<file path="src/rtl/dac_spi_driver.sv">
// SPI mode-0 serialiser for a 12-bit DAC: sends {CONFIG, sample} as a 16-bit frame, MSB first.
// One sample per frame via valid/ready; frame period is 1 + 33*CLK_DIV + GAP_CYCLES clocks.
module dac_spi_driver #(
  parameter int unsigned CLK_DIV    = 2,
  parameter int unsigned GAP_CYCLES = 2,
  parameter logic [3:0]  CONFIG     = 4'b0011
) (
  input  logic        clk,
  input  logic        reset,
  input  logic [11:0] sample_in,
  input  logic        sample_valid,
  output logic        sample_ready,
  output logic        dac_cs_n,
  output logic        dac_sclk,
  output logic        dac_mosi,
  output logic        frame_done
);

  typedef enum logic [1:0] {IDLE, SHIFT, HOLD, GAP} state_e;

  localparam logic [7:0] DIV_LAST = 8'(CLK_DIV - 1);
  localparam logic [7:0] GAP_LAST = 8'(GAP_CYCLES - 1);

  state_e      state_q, state_d;
  logic [15:0] frame_q, frame_d;
  logic [3:0]  bit_q, bit_d;
  logic [7:0]  cnt_q, cnt_d;
  logic        ready_q, ready_d;
  logic        cs_n_q, cs_n_d;
  logic        sclk_q, sclk_d;
  logic        mosi_q, mosi_d;
  logic        done_q, done_d;

  always_ff @(posedge clk) begin
    if (reset) begin
      state_q <= IDLE;
      frame_q <= '0;
      bit_q   <= '0;
      cnt_q   <= '0;
      ready_q <= 1'b1;
      cs_n_q  <= 1'b1;
      sclk_q  <= 1'b0;
      mosi_q  <= 1'b0;
      done_q  <= 1'b0;
    end else begin
      state_q <= state_d;
      frame_q <= frame_d;
      bit_q   <= bit_d;
      cnt_q   <= cnt_d;
      ready_q <= ready_d;
      cs_n_q  <= cs_n_d;
      sclk_q  <= sclk_d;
      mosi_q  <= mosi_d;
      done_q  <= done_d;
    end
  end

  // sclk_q doubles as the half-bit phase: low half presents data, high half lets the DAC sample it.
  always_comb begin
    state_d = state_q;
    frame_d = frame_q;
    bit_d   = bit_q;
    cnt_d   = cnt_q;
    ready_d = ready_q;
    cs_n_d  = cs_n_q;
    sclk_d  = sclk_q;
    mosi_d  = mosi_q;
    done_d  = 1'b0;

    unique case (state_q)
      IDLE: begin
        if (sample_valid && ready_q) begin
          state_d = SHIFT;
          frame_d = {CONFIG, sample_in};
          bit_d   = 4'd15;
          cnt_d   = '0;
          ready_d = 1'b0;
          cs_n_d  = 1'b0;
          sclk_d  = 1'b0;
          mosi_d  = CONFIG[3];
        end
      end

      SHIFT: begin
        if (cnt_q == DIV_LAST) begin
          cnt_d = '0;
          if (!sclk_q) begin
            sclk_d = 1'b1;
          end else begin
            sclk_d = 1'b0;
            if (bit_q == 4'd0) begin
              state_d = HOLD;
            end else begin
              bit_d  = bit_q - 4'd1;
              mosi_d = frame_q[bit_q - 4'd1];
            end
          end
        end else begin
          cnt_d = cnt_q + 8'd1;
        end
      end

      HOLD: begin
        if (cnt_q == DIV_LAST) begin
          state_d = GAP;
          cnt_d   = '0;
          cs_n_d  = 1'b1;
          done_d  = 1'b1;
          mosi_d  = 1'b0;
        end else begin
          cnt_d = cnt_q + 8'd1;
        end
      end

      GAP: begin
        if (cnt_q == GAP_LAST) begin
          state_d = IDLE;
          cnt_d   = '0;
          ready_d = 1'b1;
        end else begin
          cnt_d = cnt_q + 8'd1;
        end
      end

      default: state_d = IDLE;
    endcase
  end

  assign sample_ready = ready_q;
  assign dac_cs_n     = cs_n_q;
  assign dac_sclk     = sclk_q;
  assign dac_mosi     = mosi_q;
  assign frame_done   = done_q;

endmodule

</file>
<file path="config.mk">
export PLATFORM = sky130hd
export DESIGN_NAME = dac_spi_driver
export DESIGN_NICKNAME = d
export VERILOG_FILES = /design/src/rtl/dac_spi_driver.sv
export SDC_FILE = /design/constraint.sdc
export NUM_CORES = 1
export LEC_CHECK = 0
export CAP_MARGIN = 30
export CORE_MARGIN = 1
export CORE_UTILIZATION = 40
export CTS_CLUSTER_DIAMETER = 80
export DETAILED_ROUTE_END_ITERATION = 7
export GPL_ROUTABILITY_DRIVEN = 0
export PLACE_DENSITY_LB_ADDON = 0.3
export SLEW_MARGIN = 20
export SYNTH_ARGS = -nofsm -noshare
export SYNTH_HDL_FRONTEND = slang
export SYNTH_SLANG_ARGS = --single-unit
export TNS_END_PERCENT = 5
</file>
<file path="constraint.sdc">
create_clock -name clk -period 3.7 [get_ports clk]
set_clock_uncertainty 0.2 [all_clocks]
set_input_delay 0.37 -clock clk [delete_from_list [all_inputs] [get_ports clk]]
set_output_delay 0.37 -clock clk [all_outputs]
set_load 0.02 [all_outputs]
</file>
-- After elaboration in Yosys (flattened, before gate mapping)
Index checks and enable logic that the tools add are counted.
- bits in registers: 32
- output and inout bits: 5
- input bits: 15
- logic and storage cells: 70
- eq/ne operators: 11
- bitwise gates (word level): 1
- muxes and demuxes: 30
- order comparisons: 1
- reduce and logical (&&, ||, !) cells: 16
- $add $sub $neg: 2
- operator list (cell ; count):
    two-way mux 4 bit ; 4
    two-way mux 8 bit ; 2
    case mux 8 bit (2 select lines) ; 1
    inequality test 2 bit (second input constant) ; 7
    two-way mux 2 bit ; 6
    AND reduction 6 bit ; 2
    two-way mux 1 bit ; 10
    AND reduction 3 bit ; 3
    adder 8 x 1 -> 8 bit (second input constant) ; 1
    == test 8 x 1 -> 1 bit (second input constant) ; 1
    case mux 2 bit (4 select lines) ; 1
    case mux 4 bit (2 select lines) ; 1
    case mux 1 bit (2 select lines) ; 3
    nonzero test 2 bit ; 3
    < comparator 4 x 5 -> 1 bit (second input constant) ; 1
    AND reduction 5 bit ; 1
    binary-select mux 1 bit (select 4 bit) ; 1
    == test 2 bit (second input constant) ; 2
    zero test 4 bit ; 1
    subtractor 4 x 1 -> 4 bit (second input constant) ; 1
    case mux 1 bit (3 select lines) ; 1
    nonzero test 3 bit ; 1
    OR reduction 3 bit ; 1
    == test 2 x 1 -> 1 bit (second input constant) ; 1
    5 further kinds ; 5

-- Longest topological paths before layout
- depth after elaboration: 7
- depth in mapped cells: 8
- gate-level depth less buffers: 7

-- Least setup slack after synthesis
OpenSTA, ideal clock, no wires.
- kind: reg-to-reg
- from: register bit_q[0]
- to: register mosi_q (netlist: dac_mosi)
- cell stages (with the launch flop): 9
- path slack: 1.594 ns
- clock period less this slack: 2.106 ns
- library setup time: 0.123 ns
- data arrival time: 1.783 ns
- cells stage by stage: dfxtp_1 > buf_6 > inv_1 > ha_1 > mux4_2 > nor2b_1 > a311oi_1 > a2111oi_0 > mux2_1
- longest elaborated chain between the ends: 7
- elaborated cells on any way between the ends: 10
- RTL lines (element ; line ; source):
    from (decl) ; 26 ; logic [3:0] bit_q, bit_d;
    from (signal assigned) ; 48 ; bit_q <= bit_d;
    subtractor 4 x 1 -> 4 bit ; 95 ; mosi_d = frame_q[bit_q - 4'd1];
    binary-select mux 1 bit (select 4 bit) ; 95 ;
    two-way mux 1 bit (not written as such) ; 95 ;
    two-way mux 1 bit ; 91 ; if (bit_q == 4'd0) begin
    two-way mux 1 bit ; 87 ; if (!sclk_q) begin
    two-way mux 1 bit ; 85 ; if (cnt_q == DIV_LAST) begin
    case mux 1 bit (3 select lines) ; 70 ; unique case (state_q)
    to (signal assigned) ; 53 ; mosi_q <= mosi_d;
    to (decl) ; 31 ; logic mosi_q, mosi_d;
Parallel ways exist; a longest one is shown, timed or not. The select of a mux whose other input is x is not followed.
A chain may end at the register's enable or synchronous reset.

-- Worst setup path in the final report
Ends and elaborated chain as after synthesis.

==> impl_metrics.csv <==
group,metric,value,unit
outcome,outcome,"complete, no violations",
timing,slew_headroom,68.1,%
critical_path,rr_worst_depth,7,
place,io_buffers,19,
clock_network,cts_max_level,2,
cells_and_area,drive_above_1_share,8.10,%
grt,grt_max_degree,27,
clock_network,cts_setup_buffers,0,
die,die_y,66.0,microns
timing,worst_pin_slew,476,ps
synthesis,synth_common_cells,"dfxtp_1, nand2_1, a21oi_1",
critical_path,path_class,"flop to flop",
place,hpwl,2200,microns
critical_path,slowest_delay,500,ps
die,initial_core_util,43.1,%
grt,grt_pass1_wl,5480,microns
run,maxCapViolCount,0,
cells_and_area,fin_cells,258,
critical_path,cp.required,3680,ps
timing,setup_tns,0,ps
critical_path,crit_buf_inv,1,
critical_path,startpoint_type,"flop",
drt,drt_pre_antenna_iters,4,
place,place_inst,249,
synthesis,ys_ff_latch,32,
critical_path,end_kind,"flop",
drt,vias,1338,
critical_path,crit_path_cell_trace,"inv_1 > ha_1 > mux4_2 > nor2b_1 > a311oi_1 > a2111oi_0 > mux2_1",
synthesis,yosysWarnings,0,
synthesis,synth_edf_count,0,
timing,hold_viol,0,
die,dieArea,4350,sq um
timing,slew_violations,0,
critical_path,slowest_stage,"dfxtp_1",
cells_and_area,regArea,641,sq um
cells_and_area,final.fill_count,375,
synthesis,yosysTopAreaCell,"dfxtp_1",
cells_and_area,multiInputGateArea,931,sq um
synthesis,synthCells,190,
pwr,vdd_drop_max,0.000464,V
die,coreArea,3800,sq um
synthesis,yosysMostFrequentCell,"dfxtp_1",
clock_network,cts_root_buffer,"clkbuf_8",
pwr,p_leak,0.717,nW
timing,post-route-period-util,62.1,%
synthesis,syn_area,1640,sq um
grt,grtUsageTotal,16.6,%
grt,overflow,0,
cells_and_area,num-nets-final,232,
timing,rsz0062_at_grt,"no",
synthesis,synth_nets,213,
clock_network,cts_buffer_depth,2,
synthesis,async_reset_ff_share,0,%
synthesis,ys.flop_type,"dfxtp_1",
critical_path,crit_arrival,2280,ps
drt,first_iter_violations,65,
die,io_pins,20,
synthesis,avgSynthCellArea,8.62,sq um
critical_path,crit_cells,7,
pwr,finalPower,1.40,mW
drt,drt_wl_total,3080,microns
clock_network,ctsHoldBuffers,0,
drt,ant_nets,0,
drt,drcViolationCount,0,
synthesis,yosysTopAreaCellShare,39.1,%
cells_and_area,antenna_cells,0,
timing,setup_viol,0,
cells_and_area,final_area,1960,sq um
clock_network,clk_pin_slew_worst_paths,80,ps
grt,grt_pass1_vias,1216,
die,rows,22,
synthesis,ys_types,43,
timing,min_period,2300,ps
worst_hold_path,min_path_type,"flop to flop",
drt,wl_per_cell,11.9,microns
timing,fmax,435,MHz
worst_hold_path,hold_depth,2,
pwr,power_density,718,nW/um^2
clock_network,cts_tree,"done",
timing,holdWs,257,ps
grt,grt_antenna_before_repair,0,
clock_network,cts_buffers,5,
place,place_area,1850,sq um
clock_network,postCtsResizedCells,0,
clock_network,clk_latency,290,ps
die,die_x,66.0,microns
synthesis,synthTopCellsByArea,"dfxtp_1, a21oi_1, nand2_1",
cells_and_area,area_delta_synth_final,19.4,%
critical_path,cp_top_family,"multiplexers",
drt,viasPerCell,5.19,
critical_path,cp_max_fo,7,
clock_network,numClockSinks,32,
synthesis,synth_seq_area_share,39.1,%
## worst register-to-register path, stage by stage, from the launching register on
cell and delay, ps:
dfxtp_1 500, inv_1 80, ha_1 370, mux4_2 300, nor2b_1 140, a311oi_1 230, a2111oi_0 90, mux2_1 290
## power breakdown
part	internal, mW	leakage (nW)	switching (mW)
Combinational	0.281	0.415	0.353
Sequential	0.419	0.262	0.0749
Clock	0.133	0.0404	0.143
## flip-flops by register name, indices dropped and copies added, names as in the netlist
signal,flops
cnt_q,8
dac_mosi,1
state_q,2
bit_q,4
dac_cs_n,1
sample_ready,1
dac_sclk,1
frame_done,1
frame_q,13
## cell type report
class / count / area share (%)
inverters: 7 / 1.34
repair buffers: 20 / 10.5
clock buffers: 5 / 3.52
well taps: 48 / 3.07
flip-flops and latches: 32 / 32.8
multi-input cells: 143 / 47.6
clock inverters: 3 / 1.22
## path summary, 6_finish.rpt
check,from,endpoint,slack [ps]
max,bit_q[0]$_SDFFE_PP0P_,dac_mosi$_SDFFE_PP0P_,1400
min,frame_q[5]$_SDFFE_PP0P_,frame_q[5]$_SDFFE_PP0P_,260
max reg2reg,bit_q[0]$_SDFFE_PP0P_,dac_mosi$_SDFFE_PP0P_,1400
min reg2reg,frame_q[5]$_SDFFE_PP0P_,frame_q[5]$_SDFFE_PP0P_,260
## stage by stage
stage / setup WS [ps] / utilization [%]
6_report: 1400 / 51.5
5_1_grt: 1240 / 51.5
4_1_cts: 1360 / 51.1
3_5_place_dp: 1360 / 48.6
3_3_place_gp: 1400 / 48.6
2_1_floorplan: 1590 / -
## layer usage
layer,global-route usage (%),share of wire [%],vias to the layer above
met5,0,0,-
met4,6.38,1.2,0
met3,5.34,3.7,4
met2,23.7,41,22
met1,23.0,54,609
li1,-,-,703
## logic make-up after synthesis
kind of cell             Yosys count  synth area share [%]
multiplexers                       5                  5.88
AND/OR/NAND/NOR                   75                  22.8
adder cells (fa/ha/maj)            8                  6.11
AO/OA/AOI/OAI                     47                  17.3
buffers and inverters             15                  4.05
flip-flops                        32                  39.1
XOR/XNOR                           8                  4.74
## layout by cell type, fill, tap and decap left out, types with 4 or more instances in the layout
| master | instances |
|---|---|
| dfxtp_1 | 32 |
| nand2_1 | 31 |
| a21oi_1 | 25 |
| clkdlybuf4s50_1 | 19 |
| nor2_1 | 18 |
| ha_1 | 8 |
| inv_1 | 7 |
| o21ai_0 | 5 |
| clkbuf_8 | 5 |
| a211oi_1 | 4 |
| xnor2_1 | 4 |
No activity file was read; power rests on OpenSTA's default activity.
